<file path="src/rtl/fifo_write_arbiter.sv">
// fifo_write_arbiter: round-robin burst arbiter sharing one sync FIFO write port among NUM_REQ producers.
// Per-producer accepted-beat counters are built only when FIFO_ARB_STATS_EN is defined.
module fifo_write_arbiter #(
  parameter int NUM_REQ = 4,
  parameter int DATA_WIDTH = 32,
  parameter int MAX_BURST = 4,
  localparam int IW = (NUM_REQ > 1) ? $clog2(NUM_REQ) : 1,
  localparam int BW = $clog2(MAX_BURST) + 1
) (
  input  logic                          clk,
  input  logic                          reset,
  input  logic [NUM_REQ-1:0]            req_valid,
  input  logic [NUM_REQ*DATA_WIDTH-1:0] req_data,
  input  logic [NUM_REQ-1:0]            req_last,
  output logic [NUM_REQ-1:0]            req_ready,
  input  logic                          fifo_full,
  output logic [DATA_WIDTH-1:0]         fifo_din,
  output logic                          fifo_write_en,
  output logic [IW-1:0]                 grant_id,
  output logic                          busy,
  input  logic [IW-1:0]                 stat_sel,
  output logic [15:0]                   stat_count
);
  typedef enum logic {IDLE, GRANT} state_t;
  state_t state, state_next;
  logic [IW-1:0] last_grant, winner, cand;
  logic [BW-1:0] beat_cnt;
  logic found, any_req, cur_valid, cur_last, accept, burst_end, release_grant;
  always_comb begin
    winner = '0;
    cand = '0;
    found = 1'b0;
    for (int k = 1; k <= NUM_REQ; k++) begin
      cand = IW'((int'(last_grant) + k) % NUM_REQ);
      if (!found && req_valid[cand]) begin
        winner = cand;
        found = 1'b1;
      end
    end
  end
  assign any_req = |req_valid;
  assign cur_valid = req_valid[grant_id];
  assign cur_last = req_last[grant_id];
  assign burst_end = cur_last || (beat_cnt + BW'(1) == BW'(MAX_BURST));
  // a stalled grant (fifo_full) holds everything, even if valid were to drop
  assign release_grant = state == GRANT && !fifo_full && (!cur_valid || burst_end);
  always_ff @(posedge clk)
    if (reset) state <= IDLE;
    else state <= state_next;
  always_comb
    state_next = (state == IDLE) ? (any_req ? GRANT : IDLE) : (release_grant ? IDLE : GRANT);
  always_comb begin
    busy = !reset && state == GRANT;
    accept = busy && cur_valid && !fifo_full;
    fifo_write_en = accept;
    fifo_din = busy ? req_data[int'(grant_id)*DATA_WIDTH +: DATA_WIDTH] : '0;
    req_ready = '0;
    if (busy) req_ready[grant_id] = !fifo_full;
  end
  always_ff @(posedge clk)
    if (reset) begin
      grant_id <= '0;
      last_grant <= IW'(NUM_REQ - 1);
      beat_cnt <= '0;
    end else begin
      if (state == IDLE && any_req) begin
        grant_id <= winner;
        beat_cnt <= '0;
      end else if (accept) beat_cnt <= beat_cnt + BW'(1);
      if (release_grant) last_grant <= grant_id;
    end
`ifdef FIFO_ARB_STATS_EN
  logic [15:0] cnt [NUM_REQ];
  always_ff @(posedge clk)
    if (reset) for (int i = 0; i < NUM_REQ; i++) cnt[i] <= '0;
    else if (accept && cnt[grant_id] != 16'hFFFF) cnt[grant_id] <= cnt[grant_id] + 16'd1;
  assign stat_count = (!reset && int'(stat_sel) < NUM_REQ) ? cnt[stat_sel] : '0;
`else
  logic unused_sel;
  assign unused_sel = ^stat_sel;
  assign stat_count = '0;
`endif
endmodule

</file>
<file path="config.mk">
export PLATFORM = sky130hd
export DESIGN_NAME = fifo_write_arbiter
export DESIGN_NICKNAME = d
export VERILOG_FILES = /design/src/rtl/fifo_write_arbiter.sv
export SDC_FILE = /design/constraint.sdc
export NUM_CORES = 1
export LEC_CHECK = 0
export ABC_AREA = 1
export BUFFER_PORTS_ARGS = -buffer_cell sky130_fd_sc_hd__buf_2
export CAP_MARGIN = 20
export CORE_MARGIN = 10
export CORE_UTILIZATION = 32
export DETAILED_ROUTE_END_ITERATION = 16
export GPL_ROUTABILITY_DRIVEN = 0
export HOLD_SLACK_MARGIN = 0.15
export PLACE_DENSITY = 0.79
export SLEW_MARGIN = 20
export SYNTH_ARGS = -nofsm -noshare
export SYNTH_HDL_FRONTEND = slang
export SYNTH_SLANG_ARGS = --single-unit
</file>
<file path="constraint.sdc">
create_clock -name clk -period 2.7 [get_ports clk]
set_input_delay 0.54 -clock clk [delete_from_list [all_inputs] [get_ports clk]]
set_output_delay 0.54 -clock clk [all_outputs]
set_load 0.1 [all_outputs]
</file>
Yosys cells after proc, flatten, opt, wreduce, memory -nomap -nowiden
Cells that the tools add are included.
{"block": "totals", "register_bits": 8, "input_bits": 141, "elab_cells": 65}
{"block": "op_classes", "n_addsub": 5, "magnitude_cmp": 6, "eq_ne": 1, "shift": 1, "mux": 26, "bitwise": 2, "n_reduce_logical": 20}
{"operator": "128-bit by 8-bit indexed part select with 32-bit output", "count": 1}
{"operator": "32-bit 2-to-1 mux", "count": 1}
{"operator": "2-bit by 3-bit < comparator with 1-bit output, second input constant", "count": 5}
{"operator": "1-bit 2-to-1 mux", "count": 13}
{"operator": "1-bit binary-select mux with 2-bit select", "count": 6}
{"operator": "1-bit logical AND", "count": 10}
{"operator": "2-bit 2-to-1 mux", "count": 4}
{"operator": "1-bit zero test", "count": 6}
{"operator": "2-bit by 1-bit adder with 2-bit output, second input constant", "count": 2}
{"operator": "2-bit adder, second input constant", "count": 2}
{"operator": "4-bit bitwise AND", "count": 1}
{"operator": "4-bit 2-to-1 mux", "count": 1}
{"operator": "4-bit OR reduction", "count": 1}
{"operator": "3-bit by 1-bit adder with 3-bit output, second input constant", "count": 1}
{"operator": "3-bit == test, second input constant", "count": 1}
{"operator": "1-bit demux with 2-bit select", "count": 1}
{"operator": "2-bit by 1-bit >= comparator with 1-bit output, second input constant", "count": 1}
{"operator": "1-bit logical OR", "count": 2}
{"operator": "2-bit OR reduction", "count": 1}
{"operator": "1-bit inverter", "count": 1}

Depth between registers and ports, before layout
{"block": "logic_depth", "word_depth": 13, "depth_mapped": 12}

Least setup slack after synthesis
Ideal clock, no wire load.
{"block": "synth_path", "kind": "in2out", "start": "input port reset", "end": "output port fifo_din[10]", "t_arrival_ns": 3.946, "required_time_ns": 2.160, "path_slack_ns": -1.786, "cell_stages": 4, "cell_sequence": "nor2_1 inv_1 clkbuf_1 a31oi_1"}
{"block": "synth_between", "elab_chain_len": 3}
{"element": "start, declared", "line": "11", "rtl": "input logic reset,"}
{"element": "1-bit zero test", "line": "53", "rtl": "busy = !reset && state == GRANT;"}
{"element": "1-bit logical AND", "line": "53"}
{"element": "32-bit 2-to-1 mux", "line": "56", "rtl": "fifo_din = busy ? req_data[int'(grant_id)*DATA_WIDTH +: DATA_WIDTH] : '0;"}
{"element": "end, declared", "line": "17", "rtl": "output logic [DATA_WIDTH-1:0] fifo_din,"}
Every way passes these cells.

Worst setup path in the final report
{"block": "layout_path", "start": "register grant_id[0]", "end": "output port fifo_write_en"}
{"block": "layout_between", "elab_chain_len": 4}
{"element": "start, declared", "line": "19", "rtl": "output logic [IW-1:0] grant_id,"}
{"element": "start signal, assigned", "line": "67", "rtl": "grant_id <= winner;"}
{"element": "1-bit binary-select mux with 2-bit select", "line": "42", "rtl": "assign cur_valid = req_valid[grant_id];"}
{"element": "1-bit 2-to-1 mux (not written as such)", "line": "42"}
{"element": "1-bit logical AND (2 in series)", "line": "54", "rtl": "accept = busy && cur_valid && !fifo_full;"}
{"element": "end, declared", "line": "18", "rtl": "output logic fifo_write_en,"}
Every way passes these cells. The select of a mux whose other input is x is not followed.

==> flow_summary.yaml <==
yosys:
  synth_area_leader_cell: "nand2_1"
  synth_cell_types: 27
  synth_warnings: 0
  yosysMostFrequentCell: "nand2_1"
  synth_area_per_cell_um2: 5.62
  synth_top_area_share_pct: 20.1
  synth_commonest_cells: "nand2_1 (86), nand3_1 (46), a22oi_1 (32), a31oi_1 (32), buf_4 (17)"
  synth_edf_count: 0
  synthCells: 286
  synthTopCellsByArea: "nand2_1 (20%), a22oi_1 (15%), nand3_1 (14%)"
  netlist_area_mm2: 0.00161
  synth-seq-area-share_pct: 9.96
  ys_ff_latch: 8
  async_flop_share_pct: 0
  synth_flop_cell: "dfxtp_1"
clocking:
  clk_path_buf_depth: 2
  ctsResizeCount: 0
  post_cts_buffers: 0
  tritoncts: "done"
  clkTransAtPathRegs_ps: 40
  insertion_delay_ps: 230
  cts_made_buffers: 3
  cts_hold_buf: 0
  ctsHtreeMaxLevel: 1
  cts.sinks: 8
  cts_root_buf: "clkbuf_8"
power:
  p_leak_nw: 1.52
  p_comb_share_pct: 86.0
  p_per_area_mw_per_mm2: 672
  p_seq_share_pct: 8.0
  clockPowerShare_pct: 6.0
  power_switching_mw: 1.51
  vdd_ir_drop_max_uv: 527
  internal_power_mw: 0.878
  design_power_total_mw: 2.39
  netSwitchingFraction_pct: 63.3
sta:
  fin_crit_sh_pct: 92.5
  fin_crit_ps: 2500
  layout_setup_ws_ps: 202
  rsz0062_at_grt: "false"
  setup_viol: 0
  max_freq_mhz: 400
  drv_slew: 0
  hold_violations: 0
  fin_skew_ps: 1.51
  finalSetupTns_ps: 0
placement:
  pre_cts_ws_ps: 257
  dp_hpwl_um: 8450
  placed_cell_area_mm2: 0.00352
  dp_cells: 516
  io_buffer_count: 178
worst_setup_path:
  rrSetupSlack_ps: 900
  cp-start-kind: "flip-flop"
  rr_endpoint: "beat_cnt[0]"
  worstReg2RegStart: "grant_id[0]"
  reg2reg_depth: 7
  critical_path_arrival_ps: 1960
  crit_type: "reg -> out"
  cp_max_fo: 34
  crit_required_ps: 2160
  end_kind: "output port"
min_path:
  worst_hold_path.endpoint: "beat_cnt[2]"
  hold_path_class: "reg -> reg"
  hp-start: "beat_cnt[2]"
  hold_depth: 2
cells_and_area:
  fillers: 367
  antenna_cells: 0
  drive_above_1_share_pct: 52.4
  layoutNonFillerInstCount: 519
  multiInputGateArea_mm2: 0.00175
  nets: 597
  register_area_um2: 163
  syn_to_final_growth_pct: 121
  design_area_mm2: 0.00356
floorplanning:
  fp.dieW_um: 90.9
  dieArea_mm2: 0.00826
  start_util_pct: 33.6
  coreArea_mm2: 0.00479
  die_h_um: 90.9
  rows: 25
  pin_count: 197
drt:
  drc_errors: 0
  wl_um: 9960
  drt_iter0_markers: 126
  routedWlPerCell_um: 19.2
  drt-pass1-iter-count: 4
  ant_nets: 0
  via_per_inst: 5.43
  num_vias: 2818
global_route:
  antenna_found_initial: 0
  grt_overflow_total: 0
  grt_pass1_wl_um: 15200
  track_usage_pct: 22.3
  grt_pass1_vias: 2855
  grt_max_degree: 35
job:
  maxCapViolCount: 0
outcome:
  status: "finished clean"
## how the worst max path moves through the flow
stage / startpoint / endpoint / cells past startpoint
2_1_floorplan: grant_id[0] / req_ready[0] / 4
3_3_place_gp: grant_id[0] / fifo_write_en / 7
3_5_place_dp: grant_id[0] / fifo_din[3] / 5
4_1_cts: grant_id[0] / fifo_din[3] / 5
5_1_grt: grant_id[0] / fifo_write_en / 7
6_report: grant_id[0] / fifo_write_en / 7
## cell type report
cell class	count	area share, %
Tap cell	67	2.36
Multi-Input combinational cell	243	49.2
Timing Repair Buffer	186	41.3
Inverter	12	1.34
Sequential cell	8	4.57
Clock buffer	3	1.16
## cell families (layout without fill, tap and decap cells)
family | count (synthesis) | after routing | share of synthesized area (%)
other | 1 | 16 | 0.233
adders and majority gates | 2 | 2 | 1.56
buffers and inverters | 50 | 201 | 16.1
AOI/OAI and AO/OA | 71 | 71 | 30.0
DFF | 8 | 8 | 9.96
xor gates and xnor gates | 1 | 1 | 0.545
and+or+nand+nor | 153 | 153 | 41.6
## flip-flops by register name (all words and copies together), names as in the netlist
register	flops
beat_cnt	3
last_grant	2
grant_id	2
state	1
## stage by stage
step	hold WS [ps]	utilization, %
finish	482	74.4
global route	505	74.4
CTS	485	74.3
detailed placement	479	73.5
global placement	468	73.5
floorplan	455	-
## worst max-delay path, cell delays in order (launching register included)
cell,delay [ps]
dfxtp_2,560
nand2_1,190
inv_4,320
nand2_1,90
nand4_1,130
nand2_2,100
inv_1,140
buf_12,190
## power by group through the flow
stage               clock network [mW]  registers (mW)  logic [mW]
floorplan                            0           0.207        1.45
global route                     0.151           0.196        2.16
global placement                     0           0.190        2.01
CTS                              0.146           0.190        2.06
finish                           0.145           0.191        2.05
detailed placement                   0           0.192        2.06
## cell usage in the layout (no fill, tap or decap), drive strengths merged
cell type  instances
a21oi              3
a22oi             32
a31oi             32
buf              186
clkbuf             3
conb              16
dfxtp              8
ha                 2
inv               12
nand2             87
nand3             46
nand3b             2
nand4              3
nor2              11
nor3               2
o21a               1
o21ai              3
or2                1
or3                1
xor2               1
## routing by layer
layer  vias up  global-route usage [%]  wire length [µm]
met5         -                       0                 0
met2       161                    42.1              5270
met1      1306                    23.7              3590
met3        26                    5.15               810
li1       1325                       -                 -
met4         0                    7.05               293
Note: power is estimated with default switching activity, not from simulation.
